==> src/rtl/psum_accumulator.sv <==
// Partial-sum accumulator / requantize stage: sums ACC_LEN signed beats, shifts, saturates, registers result.
// Optional ReLU on the output stage when PSUM_ACCUMULATOR_RELU_EN is defined.
module psum_accumulator #(
  parameter int unsigned IN_WIDTH  = 19,
  parameter int unsigned ACC_LEN   = 9,
  parameter int unsigned OUT_WIDTH = 16,
  parameter int unsigned SHIFT     = 0
) (
  input  logic                                clk,
  input  logic                                rst,
  input  logic signed [IN_WIDTH-1:0]          in_psum,
  input  logic                                in_valid,
  output logic                                in_ready,
  output logic signed [OUT_WIDTH-1:0]         out_data,
  output logic                                out_valid,
  input  logic                                out_ready,
  output logic [$clog2(ACC_LEN+1)-1:0]        beat_cnt
);

  localparam int unsigned ACC_WIDTH = IN_WIDTH + $clog2(ACC_LEN);
  localparam int unsigned CNT_WIDTH = $clog2(ACC_LEN + 1);
  localparam logic signed [ACC_WIDTH-1:0] SAT_MAX =
    ACC_WIDTH'((longint'(1) << (OUT_WIDTH - 1)) - longint'(1));
  localparam logic signed [ACC_WIDTH-1:0] SAT_MIN =
    ACC_WIDTH'(-(longint'(1) << (OUT_WIDTH - 1)));

  typedef enum logic {ACCUM = 1'b0, HOLD = 1'b1} state_e;

  state_e                        state_q, state_d;
  logic signed [ACC_WIDTH-1:0]   acc_q, acc_d;
  logic [CNT_WIDTH-1:0]          cnt_q, cnt_d;
  logic signed [OUT_WIDTH-1:0]   out_data_q, out_data_d;

  logic signed [ACC_WIDTH-1:0]   psum_ext;
  logic signed [ACC_WIDTH-1:0]   sum_c;
  logic signed [ACC_WIDTH-1:0]   shifted_c;
  logic signed [OUT_WIDTH-1:0]   sat_c;
  logic signed [OUT_WIDTH-1:0]   result_c;
  logic                          accept;
  logic                          out_xfer;
  logic                          last_beat;

  assign in_ready  = (state_q == ACCUM) || out_ready;
  assign accept    = in_valid && in_ready;
  assign out_xfer  = (state_q == HOLD) && out_ready;
  assign last_beat = (cnt_q == CNT_WIDTH'(ACC_LEN - 1));

  // First beat of a group loads instead of adding, so no clear cycle is needed.
  assign psum_ext  = ACC_WIDTH'(in_psum);
  assign sum_c     = (cnt_q == '0) ? psum_ext : acc_q + psum_ext;
  assign shifted_c = sum_c >>> SHIFT;

  always_comb begin
    sat_c = OUT_WIDTH'(shifted_c);
    if (shifted_c > SAT_MAX) begin
      sat_c = OUT_WIDTH'(SAT_MAX);
    end else if (shifted_c < SAT_MIN) begin
      sat_c = OUT_WIDTH'(SAT_MIN);
    end
  end

`ifdef PSUM_ACCUMULATOR_RELU_EN
  assign result_c = sat_c[OUT_WIDTH-1] ? '0 : sat_c;
`else
  assign result_c = sat_c;
`endif

  // HOLD is exactly the out_valid condition.
  always_comb begin
    state_d    = state_q;
    acc_d      = acc_q;
    cnt_d      = cnt_q;
    out_data_d = out_data_q;
    if (out_xfer) begin
      state_d = ACCUM;
    end
    if (accept) begin
      if (last_beat) begin
        out_data_d = result_c;
        state_d    = HOLD;
        cnt_d      = '0;
      end else begin
        acc_d = sum_c;
        cnt_d = cnt_q + CNT_WIDTH'(1);
      end
    end
  end

  always_ff @(posedge clk) begin
    if (rst) begin
      state_q    <= ACCUM;
      acc_q      <= '0;
      cnt_q      <= '0;
      out_data_q <= '0;
    end else begin
      state_q    <= state_d;
      acc_q      <= acc_d;
      cnt_q      <= cnt_d;
      out_data_q <= out_data_d;
    end
  end

  assign out_valid = (state_q == HOLD);
  assign out_data  = out_data_q;
  assign beat_cnt  = cnt_q;

endmodule
==> config.mk <==
export PLATFORM = sky130hd
export DESIGN_NAME = psum_accumulator
export DESIGN_NICKNAME = d
export VERILOG_FILES = /design/src/rtl/psum_accumulator.sv
export SDC_FILE = /design/constraint.sdc
export NUM_CORES = 1
export LEC_CHECK = 0
export CAP_MARGIN = 20
export CORE_MARGIN = 3
export CORE_UTILIZATION = 35
export DETAILED_ROUTE_END_ITERATION = 8
export DONT_BUFFER_PORTS = 1
export GPL_ROUTABILITY_DRIVEN = 0
export HOLD_SLACK_MARGIN = 0.03
export PLACE_DENSITY = 0.47
export SYNTH_ARGS = -nofsm -noshare
export SYNTH_HDL_FRONTEND = slang
export SYNTH_SLANG_ARGS = --single-unit
==> constraint.sdc <==
create_clock -name clk -period 5.21 [get_ports clk]
set_clock_uncertainty 0.15 [all_clocks]
set_input_delay 0.2605 -clock clk [delete_from_list [all_inputs] [get_ports clk]]
set_output_delay 0.2605 -clock clk [all_outputs]
set_load 0.1 [all_outputs]
Word-level counts from Yosys, hierarchy flattened
Cells that the tools add are included.
{ "totals": {"inputBits": 23, "ff_bits": 44, "wordCells": 24} }
{ "classes": {"magnitude_cmp": 2, "bitwise_logic": 2, "mux": 7, "add_sub_neg": 2, "n_reduce_logical": 6, "n_eq_ne": 1} }
{ "ops": {"columns": ["operator", "count"], "rows": [
  ["$mux W16", 2],
  ["$add A23 B19 Y23", 1],
  ["$gt A23 B16 Y1 const B", 1],
  ["$lt A23 B16 Y1 const B", 1],
  ["$mux W23", 1],
  ["$add A4 B1 Y4 const B", 1],
  ["$eq A4 B4 Y1 const B", 1],
  ["$logic_not A4 Y1", 1],
  ["$mux W4", 1],
  ["$reduce_and A2 Y1", 2],
  ["$mux W1", 3],
  ["$logic_and A1 B1 Y1", 2],
  ["$not A1 Y1", 2],
  ["$logic_or A1 B1 Y1", 1]
]} }

Depth between registers and ports, before layout
{ "depth": {"ltp_word": 5, "ltp_mapped": 12, "mapped_depth_nobuf": 11} }

Worst setup path after synthesis
OpenSTA, ideal clock, no wires.
{ "synth_timing": {"path_kind": "register to register", "start": "reg state_q (netlist: out_valid)", "end": "reg out_data_q[0] (netlist: out_data[0])", "path_stages_with_launch": 7, "arrival_ns": 3.358, "n_path_buf": 1, "setup_time_ns": 0.069, "setup_slack_ns": 1.633, "cell_sequence": "dfxtp_1 -> nand2b_1 -> nand2_1 -> nor3_1 -> clkdlybuf4s50_2 -> o21ai_0 -> a21oi_2"} }
{ "synth_between": {"elab_chain_cells": 4} }
{ "synth_rtl": {"columns": ["item", "line", "text"], "rows": [
  ["from (decl)", "29", "state_e state_q, state_d;"],
  ["from (signal assigned)", "96", "state_q <= state_d;"],
  ["$not A1 Y1", "43", "assign in_ready = (state_q == ACCUM) || out_ready;"],
  ["$logic_or A1 B1 Y1", "43", null],
  ["named net in_ready", "13", "output logic in_ready,"],
  ["$logic_and A1 B1 Y1", "44", "assign accept = in_valid && in_ready;"],
  ["$reduce_and A2 Y1 (no source line)", null, null],
  ["to (signal assigned)", "99", "out_data_q <= out_data_d;"],
  ["to (decl)", "32", "logic signed [OUT_WIDTH-1:0] out_data_q, out_data_d;"]
]} }
The timed path passes the listed nets, and every way through them passes these cells.
A chain may end at the register's enable or synchronous reset.

Worst setup path after layout
{ "layout_timing": {"start": "reg acc_q[0]", "end": "reg out_data_q[9] (netlist: out_data[9])"} }
{ "layout_between": {"elab_chain_cells": 5} }
{ "layout_rtl": {"columns": ["item", "line", "text"], "rows": [
  ["from (decl)", "30", "logic signed [ACC_WIDTH-1:0] acc_q, acc_d;"],
  ["from (signal assigned)", "92", "acc_q <= '0;"],
  ["from (signal assigned)", "97", "acc_q <= acc_d;"],
  ["$add A23 B19 Y23 (*)", "50", "assign sum_c = (cnt_q == '0) ? psum_ext : acc_q + psum_ext;"],
  ["$mux W23 (*)", "50", null],
  ["$lt A23 B16 Y1", "57", "end else if (shifted_c < SAT_MIN) begin"],
  ["$mux W16", "57", null],
  ["$mux W16 (*)", "55", "if (shifted_c > SAT_MAX) begin"]
]} }
Every way passes the cells marked *; elsewhere a longest branch is shown, timed or not.

==> results.md <==
- Outcome: completed
- Syn Area/Cell: 8.01 um2
- Top-count cell post-synth: nor2_1
- Share of cells above drive strength 1: 12.4%
- Synth cell types: 65
- #FFs+latches synth: 44
- Slew @ Worst Pin: 1.03 ns
- CTS tree: done
- N_diodes: 0
- Min Hold Slack: 0.0617 ns
- Die Area: around 11000 um2
- Clk sink count: 44
- Setup TNS: 0 ns
- Worst EP required: 5.29 ns
- IO Port Bufs: 0
- Reg-to-Reg Start: acc_q[0]
- Antenna viol nets, final: 0
- DP HPWL: 7220 um
- Vias per inst: 5.63
- RSZ-0062 raised after global routing: false
- First-pass GRT wire length: 16100 um
- PostCTS Resize Cnt: 0
- Post-synthesis mux area share: 2.06%
- Min cycle time layout: 3.73 ns
- Worst Path Arrival: 3.81 ns
- Chip Width: roughly 100 um
- Hold Path Stages: 3
- Drt wl/cell: 17.7 um
- Synth Area in Simple Gates: 21.8%
- Final Worst Setup Slack: 1.48 ns
- Synth Area in Adders: 9.43%
- Largest net degree at the start of global routing: 33
- MaxCap Viol Count: 0
- Cell Area, Synth: 3400 um2
- FILL cells: 981
- Placed instance area: roughly 3500 um2
- Drt first pass iters: 4
- Area delta synth->final: 6.89%
- Final Slew Violations: 0
- Post CTS Setup Buffer Count: 0
- Post-synthesis sequential area ratio: about 26%
- Nets: 467
- Post-synth top area share: 25.9%
- Total global routing overflow: 0
- CP startpoint kind: flop
- Total detailed-routing wirelength: 9700 um
- Clock tree buffer depth: 2
- Final Cell Area: ~3600 um2
- Leading cell types by count after synthesis: nor2_1, dfxtp_1, a21oi_1
- Compound-gate portion of the synthesized area: 31.7%
- Warnings, synthesis: 0
- Clk slew on worst S/H paths: 0.09 ns
- Setup violators final: 0
- CP Class: flop to flop
- EDFF count, synth: 0
- Place WS: approximately 1.5 ns
- Worst r2r path cells: 11
- VDD IR max: 0.138 mV
- Min-delay worst type: input port to flop
- Cell count after synthesis: 424
- Reg area: between 800 and 900 um2
- PD cells: 272 nW/um2
- Critical Path Sink Type: flop
- Vias in the first global route: 2985
- Remaining DRCs: 0
- CTS root buffer: clkbuf_8
- Hold Path Sink: beat_cnt[2]
- Area leader, netlist: dfxtp_1
- Core Box Area: approximately 9300 um2
- Cts hold-fix bufs: 3
- DR vias: between 3000 and 4000
- Total track usage: 18.3%
- Slew headroom: a little under a third
- Crit share post-route: around 70%
- Initial Utilization: a little over a third
- Hold Path Origin: in_valid
- Area of the multi-input gates: 2340 um2
- H-tree levels: 2
- Drt initial violations: approximately 170
- R2R Setup Slk: 1.48 ns
- Initial antenna violation count: 0
- Die height: 105 um
- # IOs: 45
- Worst-path fanout max: 15
- FF-to-FF End: out_data[9]
- Asr flop ratio synth: 0%
- Highest clock rate: 0.268 GHz
- Std cell rows: 35
- Ys flop type: dfxtp_1
- Total CTS buffers: 5
- Post-synthesis xor/xnor area fraction: between 3 and 4%
- Main combinational cell family by area after synthesis: compound AO/OA/AOI/OAI gates
- Post-Syn Nets: 472
- Clock Latency Late Sink: 0.30 ns
- Top post-synthesis cells by area: dfxtp_1, ha_1, nor2_1
- Final Hold Viols: 0
- Static Leak: 1.40 nW
## registers in the layout, summed over array words and instances, names as in the netlist
name / cells
acc_q: 23
out_data: 16
beat_cnt: 4
out_valid: 1
## through the flow
step           std cells  total power, mW  util [%]
5_1_grt              549             1.05      38.9
2_1_floorplan        424            0.649         -
3_3_place_gp         538            0.714      37.3
4_1_cts              549             1.00      38.9
6_report             549            0.989      38.9
3_5_place_dp         538            0.713      37.3
## cell usage in the layout, fill, tap and decap left out, types with 4 or more instances in the layout
cell,Yosys,layout
dfxtp_1,44,44
or2_1,14,14
a211oi_2,8,8
nand2_1,34,34
nor2_1,51,50
xnor2_1,7,7
xor2_1,7,7
ha_1,24,24
nand3_1,8,8
a21oi_1,36,36
mux2i_1,7,7
nand4_1,5,5
and3_1,4,4
buf_4,2,8
a211oi_1,22,22
clkbuf_8,1,5
inv_1,10,10
o221a_2,4,4
o21ai_0,30,30
a21oi_2,9,9
nor3_1,11,10
a21o_1,8,8
and2_1,5,5
## worst max-delay path by stage
stage,startpoint,endpoint,slack [ns],depth (start not counted)
global placement,acc_q[0],out_data[9],1.63,11
global route,acc_q[0],out_data[8],1.21,11
detailed placement,acc_q[0],out_data[10],1.52,11
floorplan,out_valid,out_data[0],1.63,6
CTS,acc_q[0],out_data[9],1.48,11
finish,acc_q[0],out_data[9],1.48,11
## critical path: stages (launching register included)
cell and delay (ns):
dfxtp_1 0.32, ha_1 0.23, fa_1 0.43, a211o_1 0.36, a211oi_2 0.34, o2bb2ai_1 0.19
and3_1 0.20, a211oi_1 0.40, a31o_1 0.23, a32oi_2 0.27, or2_1 0.33, a211oi_2 0.20
## power breakdown
| part | switching (mW) | internal, mW |
|---|---|---|
| registers | 0.0101 | 0.354 |
| clock network | 0.131 | 0.143 |
| logic | 0.219 | 0.133 |
## cell type report
type,instances,share of cell area [%]
Sequential cell,44,24.3
Timing Repair Buffer,11,2.76
Multi-Input combinational cell,347,64.5
Inverter,10,1.03
Tap cell,129,4.45
Clock buffer,6,2.00
Clock inverter,2,0.965
## logic make-up (layout without fill, tap and decap cells)
logic type	count (synthesis)	count (layout)
fa+ha+maj	25	25
compound gates	150	150
flops	44	44
buf+inv	33	29
mux	7	7
xor+xnor	14	14
simple gates	151	151
## per-layer routing
| layer | track usage, % | part of all wire, % | vias up |
|---|---|---|---|
| met1 | 24.5 | 46 | 1447 |
| met3 | 3.48 | 4.8 | 16 |
| met4 | 5.41 | 2.0 | 0 |
| met5 | 0 | 0 | - |
| met2 | 29.6 | 47 | 70 |
| li1 | - | - | 1558 |
Note: power is estimated with default switching activity, not from simulation.
